[config.mk]
export PLATFORM = sky130hd
export DESIGN_NAME = uart_line_buffer_flat
export DESIGN_NICKNAME = d
export VERILOG_FILES = /design/src/rtl/uart_line_buffer_if.sv /design/src/rtl/uart_line_buffer.sv /design/src/flat_wrapper.sv
export SDC_FILE = /design/constraint.sdc
export NUM_CORES = 2
export LEC_CHECK = 0
export CAP_MARGIN = 10
export CORE_UTILIZATION = 25
export DETAILED_ROUTE_END_ITERATION = 12
export PLACE_DENSITY_LB_ADDON = 0.1
export SYNTH_ARGS = -nofsm -noshare
export SYNTH_HDL_FRONTEND = slang
export SYNTH_SLANG_ARGS = --single-unit
[constraint.sdc]
create_clock -name i_Clk -period 2.7 [get_ports i_Clk]
set_input_delay 0.27 -clock i_Clk [delete_from_list [all_inputs] [get_ports i_Clk]]
set_output_delay 0.27 -clock i_Clk [all_outputs]
set_load 0.05 [all_outputs]
[src/rtl/uart_line_buffer_if.sv]
// Receiver/transmitter handshake bundle for uart_line_buffer.
//   i_rx_strobe : receiver byte-valid level (byte taken on its rising edge)
//   i_rx_data   : received byte, valid while i_rx_strobe is high
//   i_tx_busy   : transmitter busy
//   o_tx_start  : one-cycle start pulse to the transmitter
//   o_tx_data   : byte to transmit, held from the start pulse until busy falls
// master = line buffer side, slave = receiver/transmitter side.
interface uart_line_buffer_if;
  logic       i_rx_strobe;
  logic [7:0] i_rx_data;
  logic       i_tx_busy;
  logic       o_tx_start;
  logic [7:0] o_tx_data;

  modport master (
    input  i_rx_strobe,
    input  i_rx_data,
    input  i_tx_busy,
    output o_tx_start,
    output o_tx_data
  );

  modport slave (
    output i_rx_strobe,
    output i_rx_data,
    output i_tx_busy,
    input  o_tx_start,
    input  o_tx_data
  );
endinterface

[src/rtl/uart_line_buffer.sv]
// Line buffer between a UART receiver and transmitter. Received bytes are
// stored until TERMINATOR arrives, then the line is replayed to the
// transmitter in arrival order or reversed, one byte per handshake.
// Ports:
//   i_Clk, i_Rst_n : clock, asynchronous active-low reset
//   bus            : receiver/transmitter handshake (uart_line_buffer_if.master)
//   o_count        : bytes currently stored (0..DEPTH)
//   o_sending      : high while a line is being replayed
//   o_overflow     : sticky until line end, a byte was lost to a full buffer
//   o_dropped      : sticky until reset, a byte arrived during replay
module uart_line_buffer #(
  parameter int unsigned DEPTH       = 256,
  parameter int unsigned ADDR_W      = $clog2(DEPTH),
  parameter logic [7:0]  TERMINATOR  = 8'h01,
  parameter bit          REVERSE     = 1'b1,
  parameter bit          APPEND_TERM = 1'b0
) (
  input  logic                  i_Clk,
  input  logic                  i_Rst_n,
  uart_line_buffer_if.master    bus,
  output logic [ADDR_W:0]       o_count,
  output logic                  o_sending,
  output logic                  o_overflow,
  output logic                  o_dropped
);

  localparam int unsigned CNT_W = ADDR_W + 1;

  typedef enum logic [2:0] {
    S_RX, S_LOAD, S_START, S_GAP, S_WAIT, S_DONE
  } state_t;

  state_t             state_q, state_d;
  logic               strobe_q;
  logic [ADDR_W-1:0]  rd_ptr_q, rd_ptr_d;
  logic [CNT_W-1:0]   remaining_q, remaining_d;
  logic               term_sent_q, term_sent_d;
  logic               tx_start_q, tx_start_d;
  logic [7:0]         tx_data_q, tx_data_d;
  logic [CNT_W-1:0]   count_d;
  logic               sending_d, overflow_d, dropped_d;
  logic               rx_take;
  logic               ram_we;

  logic [7:0] ram [DEPTH];

  // Only the rising edge of the receiver strobe counts as a new byte.
  assign rx_take = bus.i_rx_strobe & ~strobe_q;

  assign bus.o_tx_start = tx_start_q;
  assign bus.o_tx_data  = tx_data_q;

  // Line storage; contents are not reset.
  always_ff @(posedge i_Clk) begin
    if (ram_we) ram[ADDR_W'(o_count)] <= bus.i_rx_data;
  end

  // State and registered outputs.
  always_ff @(posedge i_Clk or negedge i_Rst_n) begin
    if (!i_Rst_n) begin
      state_q     <= S_RX;
      strobe_q    <= 1'b0;
      rd_ptr_q    <= '0;
      remaining_q <= '0;
      term_sent_q <= 1'b0;
      tx_start_q  <= 1'b0;
      tx_data_q   <= 8'h00;
      o_count     <= '0;
      o_sending   <= 1'b0;
      o_overflow  <= 1'b0;
      o_dropped   <= 1'b0;
    end else begin
      state_q     <= state_d;
      strobe_q    <= bus.i_rx_strobe;
      rd_ptr_q    <= rd_ptr_d;
      remaining_q <= remaining_d;
      term_sent_q <= term_sent_d;
      tx_start_q  <= tx_start_d;
      tx_data_q   <= tx_data_d;
      o_count     <= count_d;
      o_sending   <= sending_d;
      o_overflow  <= overflow_d;
      o_dropped   <= dropped_d;
    end
  end

  // Next-state and output logic.
  always_comb begin
    state_d     = state_q;
    rd_ptr_d    = rd_ptr_q;
    remaining_d = remaining_q;
    term_sent_d = term_sent_q;
    tx_start_d  = 1'b0;
    tx_data_d   = tx_data_q;
    count_d     = o_count;
    sending_d   = o_sending;
    overflow_d  = o_overflow;
    dropped_d   = o_dropped;
    ram_we      = 1'b0;

    case (state_q)
      S_RX: begin
        if (rx_take) begin
          if (bus.i_rx_data != TERMINATOR) begin
            if (o_count < CNT_W'(DEPTH)) begin
              ram_we  = 1'b1;
              count_d = o_count + CNT_W'(1);
            end else begin
              overflow_d = 1'b1;
            end
          end else if ((o_count != '0) || APPEND_TERM) begin
            state_d     = S_LOAD;
            sending_d   = 1'b1;
            rd_ptr_d    = REVERSE ? ADDR_W'(o_count - CNT_W'(1)) : '0;
            remaining_d = o_count;
            term_sent_d = 1'b0;
          end
        end
      end
      S_LOAD: begin
        if (remaining_q != '0) begin
          tx_data_d = ram[rd_ptr_q];
          state_d   = S_START;
        end else if (APPEND_TERM && !term_sent_q) begin
          tx_data_d   = TERMINATOR;
          term_sent_d = 1'b1;
          state_d     = S_START;
        end else begin
          state_d = S_DONE;
        end
      end
      S_START: begin
        if (!bus.i_tx_busy) begin
          tx_start_d = 1'b1;
          state_d    = S_GAP;
        end
      end
      // Gives the transmitter one cycle to raise busy after the start pulse.
      S_GAP: state_d = S_WAIT;
      S_WAIT: begin
        if (!bus.i_tx_busy) begin
          if (term_sent_q) begin
            state_d = S_DONE;
          end else begin
            remaining_d = remaining_q - CNT_W'(1);
            rd_ptr_d    = REVERSE ? rd_ptr_q - ADDR_W'(1) : rd_ptr_q + ADDR_W'(1);
            state_d     = S_LOAD;
          end
        end
      end
      S_DONE: begin
        count_d    = '0;
        overflow_d = 1'b0;
        sending_d  = 1'b0;
        state_d    = S_RX;
      end
      default: state_d = S_RX;
    endcase

    // Bytes arriving outside S_RX (including S_DONE) are never stored.
    if (rx_take && (state_q != S_RX)) dropped_d = 1'b1;
  end

endmodule

[src/flat_wrapper.sv]
// flat-port wrapper written by rule: the top's interface ports become plain ports
module uart_line_buffer_flat 
#(
  parameter int unsigned DEPTH       = 256,
  parameter int unsigned ADDR_W      = $clog2(DEPTH),
  parameter logic [7:0]  TERMINATOR  = 8'h01,
  parameter bit          REVERSE     = 1'b1,
  parameter bit          APPEND_TERM = 1'b0
)
  (i_Clk, i_Rst_n, o_count, o_sending, o_overflow, o_dropped, bus_i_rx_strobe, bus_i_rx_data, bus_i_tx_busy, bus_o_tx_start, bus_o_tx_data);
  uart_line_buffer_if bus_i ();
  input  logic i_Clk;
  input  logic i_Rst_n;
  output logic [ADDR_W:0] o_count;
  output logic o_sending;
  output logic o_overflow;
  output logic o_dropped;
  input wire logic [$bits(bus_i.i_rx_strobe)-1:0] bus_i_rx_strobe;
  input wire logic [$bits(bus_i.i_rx_data)-1:0] bus_i_rx_data;
  input wire logic [$bits(bus_i.i_tx_busy)-1:0] bus_i_tx_busy;
  output wire logic [$bits(bus_i.o_tx_start)-1:0] bus_o_tx_start;
  output wire logic [$bits(bus_i.o_tx_data)-1:0] bus_o_tx_data;
  assign bus_i.i_rx_strobe = bus_i_rx_strobe;
  assign bus_i.i_rx_data = bus_i_rx_data;
  assign bus_i.i_tx_busy = bus_i_tx_busy;
  assign bus_o_tx_start = bus_i.o_tx_start;
  assign bus_o_tx_data = bus_i.o_tx_data;
  uart_line_buffer #(.DEPTH(DEPTH), .ADDR_W(ADDR_W), .TERMINATOR(TERMINATOR), .REVERSE(REVERSE), .APPEND_TERM(APPEND_TERM)) u_core (.i_Clk(i_Clk), .i_Rst_n(i_Rst_n), .bus(bus_i), .o_count(o_count), .o_sending(o_sending), .o_overflow(o_overflow), .o_dropped(o_dropped));
endmodule
; Word-level counts from Yosys, hierarchy flattened
; Memory sizes are Yosys's and may differ from the RTL's. A register that Yosys moved wholly into a read port is not among the register bits.
; Index checks and enable logic that the tools add are counted.
[totals]
register_bits = 34
ram_bits = 2048
in_bits = 12
output_inout_bits = 21
word_cells = 82
n_memories = 1
[op_classes]
n_addsub = 4
n_lt_le_gt_ge = 1
eq_ne = 14
n_mux = 37
bitwise = 2
n_reduce_logical = 14
[memory_table]
columns = memory, words, width, rd, rd_ports_with_merged_regs, write_ports, line
row1 = u_core.ram, 256, 8, 1, 1, 1, uart_line_buffer.sv:45  ; logic [7:0] ram [DEPTH];
[ops]
columns = cell, n
row1 = 9-bit two-way mux, 7
row2 = 9-bit one-hot mux with 2 select lines, 2
row3 = 8-bit two-way mux, 4
row4 = 3-bit two-way mux, 6
row5 = 9-bit nonzero test, 2
row6 = 8-bit one-hot mux with 2 select lines, 1
row7 = "8-bit by 1-bit subtractor with 8-bit output, second input constant", 2
row8 = 3-bit one-hot mux with 5 select lines, 1
row9 = 1-bit two-way mux, 14
row10 = 4-bit AND reduction, 3
row11 = 5-bit AND reduction, 2
row12 = "9-bit by 1-bit adder with 9-bit output, second input constant", 1
row13 = "9-bit less-than comparator, second input constant", 1
row14 = "9-bit by 1-bit subtractor with 9-bit output, second input constant", 1
row15 = "2-bit by 1-bit inequality test with 1-bit output, second input constant", 4
row16 = "2-bit inequality test, second input constant", 4
row17 = "8-bit by 1-bit inequality test with 1-bit output, second input constant", 1
row18 = "3-bit by 2-bit equality test with 1-bit output, second input constant", 2
row19 = "3-bit equality test, second input constant", 2
row20 = 1-bit one-hot mux with 2 select lines, 2
row21 = 2-bit nonzero test, 2
row22 = "3-bit by 1-bit equality test with 1-bit output, second input constant", 1
row23 = 3-bit zero test, 1
row24 = 3-bit nonzero test, 1
row25 = other kinds (5), 5

; Logic depth before layout (Yosys ltp)
[depth]
word_depth = 7
depth_mapped = 13

; Least setup slack after synthesis
; OpenSTA, ideal clock, no wires.
[synth_path]
kind = reg2reg
start = register u_core.state_q[2]
end = memory u_core.ram[103][0], enable pin
t_arrival_ns = 2.589
required_ns = 2.330
path_slack_ns = -0.259
stages_incl_launch_ff = 8
path_buffers = 1
path_cell_list = dfrtp_1 or3b_2 a211oi_1 nand2_1 nor3b_1 nand2_1 clkbuf_1 nor2_1
[synth_via]
elab_chain_cells = 4
[synth_lines]
columns = item, line
row1 = from (decl), uart_line_buffer.sv:33  ; state_t state_q, state_d;
row2 = from (signal assigned), uart_line_buffer.sv:73  ; state_q <= state_d;
row3 = 3-bit zero test, uart_line_buffer.sv:101  ; case (state_q)
row4 = 1-bit two-way mux, uart_line_buffer.sv:101
row5 = 1-bit two-way mux, uart_line_buffer.sv:55  ; if (ram_we) ram[ADDR_W'(o_count)] <= bus.i_rx_data;
row6 = 1-bit two-way mux (not written as such), uart_line_buffer.sv:55
row7 = to (decl), uart_line_buffer.sv:45
; No other way between the ends.

==> results.yml <==
synth:
  syn_area_per_cell_sq_um: 20.6
  synth_area_leader_cell: "edfxtp_1"
  synth_cell_types: 62
  synth-seq-cells: 2090
  ys_seq_area_frac: 0.765
  syn_nets: 3986
  syn_area_sq_mm: 0.0817
  synth_top_area_frac: 0.753
  synth_edf_count: 2048
  synth_cells: 3968
  ys.flop_type: "edfxtp_1"
  async_flop_share: 0.0201
  ys_warn_count: 0
  ys_top_cells_by_area: "edfxtp_1, mux4_2, mux2i_1"
worst_setup_path:
  critical_path.max_fanout: 6
  crit_path_end_kind: "register"
  critPathKind: "register to register"
  cp_data_required_time_ps: 3560
  worstPathArrival_ps: 4050
  start_kind: "register"
power:
  total_power_w: 0.103
  irDropWorstVdd_uv: 580
  power_leakage_nw: 33.7
  power.density_mw_per_mm2: 969
floorplanning:
  initial_utilization: 0.252
  num_io_pins: 33
  die_x_um: 574
  coreArea_sq_mm: 0.325
  num_rows: 209
  dieArea_sq_mm: 0.329
  die_h_um: 574
clocking:
  cts_inserted_buffers: 236
  cts.htree.levels: 4
  cts_root_buffer: "clkbuf_16"
  cts_tree: "done"
  clkLatencyLatePin_ps: 920
  clkTransAtPathRegs_ps: 70
  cts_num_sinks: 2090
  cts_max_path_buffers: 4
timing:
  worst_pin_slew_ps: 1150
  clock.fmax_mhz: 314
  final_hold_viol_count: 0
  finalSetupViolCount: 92
  rsz0062_at_grt: "yes"
  period_share: 1.18
  period_needed_ps: 3190
  fin_ws_ps: -488
  hold_ws_ps: 97.4
  fin_skew_ps: 68.2
  drv_slew: 0
  relSlewSlack: 0.230
  final.setup.tns_ps: -4200
cells_and_area:
  nets: 4914
  final_cells: 9422
  areaGrowthSynthToFinish_pct: 30.3
  drive_above_1_share: 0.411
  nFillCells: 31000
global_route:
  grt_pass1_vias: 45500
  grt_pass1_wl_um: 384000
  antenna_found_initial: 16
  grt_overflow: 0
  grt_util_all_layers: 0.167
  grt_max_degree: 157
outcome:
  failed_checks: "negative setup slack"
  status: "complete, but fails checks"
routing:
  drt_iter0_markers: 3762
  viasPerCell: 4.58
  postRouteAntennaNets: 0
  drc: 0
  vias: 43200
  routedWlPerCell_um: 29.7
  drt_pass1_iterations: 5
  wl_um: 280000
placed_design:
  preCtsSetupSlack_ps: -1730
  numPortBuffers: 32
  routabilityCongestion: 0.826
  dp_cells: 8847
  hpwl_um: 185000
flow_run:
  drv_cap: 0
hold_path:
  min_path_type: "primary input to register"
per-layer routing:
metal  vias up  part of all wire  track usage
met5         -          0.000036            0
met4         2             0.027       0.0446
met3       337             0.043       0.0208
met2       988              0.48        0.277
met1     23400              0.45        0.232
li1      18500                 -            -
kinds of logic (layout without fill, tap and decap cells):
| logic type | count (synthesis) | count (layout) | share of synthesized area |
|---|---|---|---|
| DFF | 2090 | 2090 | 0.765 |
| muxes | 646 | 646 | 0.154 |
| and+or+nand+nor | 622 | 622 | 0.0337 |
| AOI/OAI and AO/OA | 345 | 345 | 0.0286 |
| buffers and inverters | 253 | 1373 | 0.0168 |
| adders and majority gates | 6 | 6 | 0.000919 |
| xor gates and xnor gates | 6 | 6 | 0.000643 |
| other | 0 | 9 | 0 |
state kept, by name, indices dropped and copies added, names as in the netlist, 3 cells and up:
signal                count
u_core.bus.o_tx_data      8
u_core.remaining_q        9
u_core.o_count            9
u_core.rd_ptr_q           8
u_core.state_q            3
u_core.ram             2048
layout by cell type (no fill, tap or decap), types with 54 or more instances in the layout:
master / synthesis / final
clkinv_1: 1 / 57
edfxtp_1: 2048 / 2048
nor2_4: 0 / 195
o21ai_0: 60 / 54
mux2i_1: 151 / 144
a21oi_1: 64 / 59
buf_12: 2 / 194
buf_6: 20 / 74
nor2_1: 327 / 98
clkbuf_16: 0 / 247
mux4_2: 486 / 486
buf_4: 27 / 587
nand2_1: 101 / 68
repair_timing:
item                                   in CTS  in global routing
endpoints found under the hold margin     119                  0
resized for setup                         380                207
setup endpoints to repair                2037               1382
pin swaps                                  60                 61
setup buffers                              89                 31
gates cloned                               10                 10
hold buffers                               10                  0
synthesized netlist by cell type, types with 17 or more instances:
library cell / instances
edfxtp_1: 2048
and2_1: 21
nand3_1: 35
buf_6: 20
dfrtp_1: 42
buf_2: 47
mux4_2: 486
nor2_1: 327
a22oi_1: 37
a211oi_1: 18
nand4_1: 17
o21ai_0: 60
o22ai_1: 42
a21oi_1: 64
a2111oi_0: 20
nand2_1: 101
buf_4: 27
clkbuf_1: 125
nor3_1: 49
o221ai_1: 27
mux2i_1: 151
worst paths after layout:
check,from,endpoint,slack [ps],depth (start not counted)
worst max-delay path,u_core.rd_ptr_q[0],u_core.bus.o_tx_data[3],-490,11
worst min-delay path,bus_i_rx_data[0],u_core.ram[172][0],100,2
worst max register to register,u_core.rd_ptr_q[0],u_core.bus.o_tx_data[3],-490,11
worst min register to register,u_core.o_dropped,u_core.o_dropped,470,1
max in group asynchronous,i_Rst_n,u_core.o_count[1],910,4
min in group asynchronous,i_Rst_n,u_core.o_sending,520,3
worst max-delay path, stage by stage, from the launching register on:
cell and delay, ps:
dfrtp_4 560, buf_12 170, buf_12 140, buf_12 130
buf_16 130, mux4_2 390, a2111oi_2 80, buf_4 170
a21oi_2 410, nand4_1 450, nor4_2 340, a221o_1 160
metrics by stage:
step                       util  instance area [sq um]
after floorplan               -                  82200
after global placement    0.291                  94700
after detailed placement  0.291                  94700
after CTS                 0.323                 105000
after global routing      0.328                 106000
final                     0.328                 106000
final cells by class:
| type | instances | area [sq um] | share of cell area |
|---|---|---|---|
| inverters | 10 | 42.5 | 0.000399 |
| repair buffers | 933 | 10500 | 0.0986 |
| well taps | 4325 | 5410 | 0.0508 |
| flip-flops and latches | 2090 | 62600 | 0.588 |
| clock buffers | 285 | 6110 | 0.0574 |
| multi-input cells | 1625 | 20300 | 0.190 |
| clock inverters | 145 | 1560 | 0.0146 |
| diodes | 9 | 22.5 | 0.000211 |
power breakdown:
group | internal (W) | switching, W
Sequential | 0.0359 | 0.000499
Clock | 0.0189 | 0.0134
Combinational | 0.0154 | 0.0191
Total | 0.0702 | 0.0330
Power figures use the tool's default switching activity.
